### src/rtl/multibyte_add_seq.sv
// Sequential multi-byte adder controller: walks NBYTES byte slices, LSB first, through an
// external 8-bit ripple adder and chains the carry from one slice into the next.
module multibyte_add_seq #(
    parameter  int NBYTES = 4,
    localparam int W      = 8 * NBYTES,
    localparam int IW     = (NBYTES > 1) ? $clog2(NBYTES) : 1
) (
    input  logic         clk,
    input  logic         rst_n,
    input  logic         start,
    input  logic [W-1:0] op_a,
    input  logic [W-1:0] op_b,
    input  logic         cin_in,
    output logic         busy,
    output logic         done,
    output logic [W-1:0] result,
    output logic         cout_out,
    output logic         overflow,
    output logic [7:0]   add_a,
    output logic [7:0]   add_b,
    output logic         add_cin,
    input  logic [7:0]   add_sum,
    input  logic         add_cout
);

    typedef enum logic [1:0] {
        IDLE = 2'd0,
        RUN  = 2'd1,
        DONE = 2'd2
    } state_t;

    localparam logic [IW-1:0] LAST = IW'(NBYTES - 1);

    state_t         r_state;
    logic [IW-1:0]  r_idx;
    logic           r_carry;
    logic [W-1:0]   r_a;
    logic [W-1:0]   r_b;
    logic [W-1:0]   r_result;
    logic           r_cout;
    logic           r_ovf;

    logic           w_run;
    logic [IW+2:0]  w_bit;

    assign w_run = (r_state == RUN);
    assign w_bit = {r_idx, 3'b000};

    // Slice feed is combinational from the latched operands so the adder result
    // is ready to capture at the same edge that advances idx.
    assign add_a    = w_run ? r_a[w_bit +: 8] : 8'h00;
    assign add_b    = w_run ? r_b[w_bit +: 8] : 8'h00;
    assign add_cin  = w_run ? r_carry : 1'b0;

    assign busy     = (r_state != IDLE);
    assign done     = (r_state == DONE);
    assign result   = r_result;
    assign cout_out = r_cout;
    assign overflow = r_ovf;

    always_ff @(posedge clk or negedge rst_n) begin
        if (!rst_n) begin
            r_state  <= IDLE;
            r_idx    <= '0;
            r_carry  <= 1'b0;
            r_a      <= '0;
            r_b      <= '0;
            r_result <= '0;
            r_cout   <= 1'b0;
            r_ovf    <= 1'b0;
        end else begin
            case (r_state)
                IDLE: begin
                    if (start) begin
                        r_a      <= op_a;
                        r_b      <= op_b;
                        r_carry  <= cin_in;
                        r_idx    <= '0;
                        r_result <= '0;
                        r_state  <= RUN;
                    end
                end
                RUN: begin
                    r_result[w_bit +: 8] <= add_sum;
                    r_carry              <= add_cout;
                    r_idx                <= r_idx + IW'(1);
                    if (r_idx == LAST) begin
                        // Signed overflow: operands agree in sign but the top sum bit differs.
                        r_cout  <= add_cout;
                        r_ovf   <= (r_a[W-1] == r_b[W-1]) && (add_sum[7] != r_a[W-1]);
                        r_state <= DONE;
                    end
                end
                DONE:    r_state <= IDLE;
                default: r_state <= IDLE;
            endcase
        end
    end

endmodule
### config.mk
export PLATFORM = sky130hd
export DESIGN_NAME = multibyte_add_seq
export DESIGN_NICKNAME = d
export VERILOG_FILES = /design/src/rtl/multibyte_add_seq.sv
export SDC_FILE = /design/constraint.sdc
export NUM_CORES = 1
export LEC_CHECK = 0
export ABC_AREA = 1
export ABC_CLOCK_PERIOD_IN_PS = 1900
export CAP_MARGIN = 10
export CORE_MARGIN = 5
export CORE_UTILIZATION = 44
export DETAILED_ROUTE_END_ITERATION = 12
export PLACE_DENSITY = 0.75
export SETUP_SLACK_MARGIN = 0.3
export SKIP_LAST_GASP = 1
export SLEW_MARGIN = 20
export SYNTH_ARGS = -nofsm -noshare
export SYNTH_HDL_FRONTEND = slang
export SYNTH_SLANG_ARGS = --single-unit
### constraint.sdc
create_clock -name clk -period 1.9 [get_ports clk]
set_clock_uncertainty 0.15 [all_clocks]
set_input_delay 0.285 -clock clk [delete_from_list [all_inputs] [get_ports clk]]
set_output_delay 0.285 -clock clk [all_outputs]
set_load 0.05 [all_outputs]
==> impl.org <==
** Outcome
- Run status :: finished, violations left
- Violated checks :: setup timing

** Detailed routing
- Detail Route Antenna Nets :: 0
- Wire segments on met3 add up to 808 µm in the final route.
- Detailed-route wire length on metal 1 :: 5800 µm
- Top routing layer in use :: met4
- Total number of vias :: approximately 4400
- Number of search-and-repair iterations in the first detailed-routing pass :: 5
- WL met2 :: between 7000 and 8000 µm
- In this run, the number of DRC markers left after iteration 0 of detailed routing was 319.
- Dividing the detail-routed wire length by the instance count gives 16.0 µm.
- Per-cell via count in the routed design :: 5.10
- Routed WL :: 14000 µm
- Number of design rule violations left after detail routing :: 0

** Power
- Worst VDD drop :: 1.62 mV
- Power spread over the standard cell area amounts to 1920 mW/mm².
- Pleak :: 3.49 nW

** Run
- Max Cap Viol :: 0

** Synthesis
- The share of synthesized area in the top cell type comes to 51.2%.
- Synth cell types :: 22
- Among all flip-flop cells after synthesis, the most frequent one is dfrtp_1.
- By instance count, the leading cell after synthesis is nand2_1.
- Synthesized Nets :: 676
- Register bit count reported by yosys :: 103
- Synth Warn # :: 0
- Cell accounting for the most synthesized area :: dfrtp_1
- Synthesis handed over a netlist of 593 instances.
- Synthesized area divided by synthesized cell count :: 8.50 µm²
- The commonest cells after synthesis are nand2_1 (175), dfrtp_1 (103), inv_1 (77), nand3_1 (77), o21ai_2 (50).
- Post-synth EDFFs :: 0
- Area of the mapped netlist :: 0.00504 mm²
- In the synthesized netlist the async set-or-reset flop fraction comes to 100%.
- Sequential-to-total area share from yosys stat :: 51.2%
- By area the synthesized netlist is led by dfrtp_1 (51%), nand2_1 (13%), o21ai_2 (8.7%), nand3_1 (7.6%), inv_1 (5.7%).

** Timing
- Setup repair after global routing could not meet its margin everywhere.
- Max Fclk :: 0.503 GHz
- Dividing the final minimum period by the clock period gives 105%.
- Setup violations remaining at the end of the flow were counted as 16.
- Transition time of the tightest slew-check pin :: 0.388 ns
- Max-slew violation count :: 0
- Subtracting the final worst setup slack from the clock period gives just under 2 ns.
- Worst-case headroom to the max-slew limit :: approximately three quarters
- Number of failing hold endpoints at the final stage :: 0
- Summed over all failing endpoints, the final setup total negative slack is -0.945 ns.
- Setup slack of the critical path after layout :: -0.0868 ns

** Finish
- Cells with a size suffix above 1 make up just over 30% of the layout.
- Post-layout util :: 66.5%
- Area added between synthesis and finish :: 49.4%
- The final layout contains 805 nets.
- Count of fill cells added during filler insertion :: 911
- Antenna diodes :: 0

** Critical path
- Crit Path Category :: register to output port
- The worst setup path is launched from a register.
- Data arrives at the worst endpoint at 1.55 ns.
- Critical-path top delay cell :: dfrtp_2
- For the worst setup path, the data required time is 1.46 ns.
- Worst r2r path cells :: 7
- Kind of capture point of the worst setup path :: output port
- Of all nets on the critical path, the largest fanout is 18.
- Walking the worst path, the cells encountered are buf_12, nand2_2, nand3_2, a21oi_4, buf_12.
- Crit-path most repeated cell :: buf_12
- Crit path largest cell delay :: 0.49 ns

** Global route
- Largest net degree at the start of global routing :: 46
- The first global-routing pass estimated 22300 µm of wire.
- In the global route stage, overall resource usage came out at 20.7%.
- The number of antenna violations at the first check in global routing is 0.
- Global-route congestion overflow total :: 0
- Vias in the first global route :: 4655

** Clock network
- Maximum buffer depth of the clock tree :: 2
- CTS tree :: done
- The H-tree was split into 3 levels.
- After clock tree synthesis, the clock-pin slew on the worst setup and hold paths is 0.07 ns.
- Clock buffers created by TritonCTS :: 9
- The cell sitting at the root of the clock tree is a clkbuf_16.
- CTS sink cnt :: roughly 100
- Insertion delay of the later-clocked pin in the worst-skew pair :: 0.34 ns

** Placed design
- The congestion estimate from routability-driven global placement came to between 0.8 and 0.9.
- Number of buffer cells added on primary ports :: 129
- The wire-length estimate of the detail-placed layout is 9990 µm.

** Floorplanning
- The floorplan step defined a die boundary enclosing 0.0137 mm².
- DIE WIDTH :: 117 µm
- Initial Util :: 44.5%
- Area of the core :: 0.0113 mm²
- Height of the chip :: roughly 120 µm
- Pin placement for this block handled 130 I/O pins.
- Cell Rows :: 39

** Worst hold path
- In this run the worst hold path is classified as input port to async pin.
path summary, 6_finish.rpt:
kind	slack, ns	start	end
hold / removal	0.24	rst_n	r_b[26]
min in group clk	0.34	cout_out	cout_out
max in group asynchronous	0.83	rst_n	r_idx[0]
hold reg to reg	0.34	cout_out	cout_out
setup / recovery	-0.09	r_idx[0]	add_b[7]
setup reg to reg	0.22	r_state[0]	result[22]
layer usage:
metal / up-vias / track usage [%]
met4: 0 / 5.05
met3: 17 / 3.91
met5: - / 0
li1: 2140 / -
met2: 119 / 35.9
met1: 2160 / 26.8
through the flow:
step                      total power, W  hold WS [ns]  cells  setup WS (ns)  instance area, µm²
after floorplan                  0.00959        -0.161    593          0.258                5580
after global placement            0.0119        0.0337    847          0.151                6980
after detailed placement          0.0121        0.0472    847         0.0886                6980
after CTS                         0.0142         0.249    867        -0.0885                7380
after global routing              0.0153         0.261    870         -0.133                7530
final                             0.0144         0.241    870        -0.0868                7530
kinds of logic (layout without fill, tap and decap cells):
| family | Yosys count | count (layout) | synth area share (%) |
|---|---|---|---|
| fa+ha+maj | 6 | 6 | 1.49 |
| flops | 103 | 103 | 51.2 |
| buf+inv | 113 | 247 | 10.7 |
| simple gates | 269 | 269 | 22.8 |
| compound gates | 102 | 102 | 13.9 |
critical path: cells and delay by family (launching register included):
kind            cells  cell delay (ns)
compound gates      1             0.21
buf+inv             2             0.34
flops               1             0.49
simple gates        2             0.17
registers in the layout (all words and copies together), names as in the netlist:
name and flops:
r_a 32, r_b 32, result 32, r_carry 1, cout_out 1, r_idx 2
overflow 1, r_state 2
cell type report:
class,instances,area (µm²),share of cell area [%]
clock inverter,4,55.1,0.731
multi-input combinational,377,2430,32.3
clock buffer,12,246,3.27
tap,143,179,2.38
timing repair buffer,149,1700,22.6
sequential,103,2580,34.3
inverter,82,338,4.49
placed cells by master (no fill, tap or decap), types with 2 or more instances in the layout:
cell	netlist	layout
o21ai_0	24	8
o21ai_2	50	50
clkinv_4	0	2
buf_12	0	25
inv_8	0	2
nand2_2	0	4
o21ai_1	12	28
nand3_1	77	45
nor2_4	2	13
clkbuf_16	0	11
clkbuf_1	5	2
buf_4	1	40
buf_6	13	4
dfrtp_2	0	2
nand2_4	1	4
nand3_2	0	30
nand3_4	1	3
nand2_1	175	168
ha_4	0	3
inv_2	4	3
dfrtp_1	103	101
clkdlybuf4s50_1	0	75
ha_1	6	2
a21oi_4	0	16
inv_1	77	75
power by group:
part           total (W)  internal [W]  switching [W]
Sequential       0.00346       0.00309       0.000371
Combinational    0.00910       0.00349        0.00561
Clock            0.00188       0.00106       0.000818
what timing repair did:
| action | in CTS | in global routing |
|---|---|---|
| hold endpoints to repair | 16 | 0 |
| gates cloned | 0 | 2 |
| hold buffers | 1 | 0 |
| setup endpoints to repair | 53 | 64 |
| gates resized for setup | 19 | 21 |
| buffers inserted | 3 | 1 |
| pin swaps | 2 | 3 |
Power figures use the tool's default switching activity.
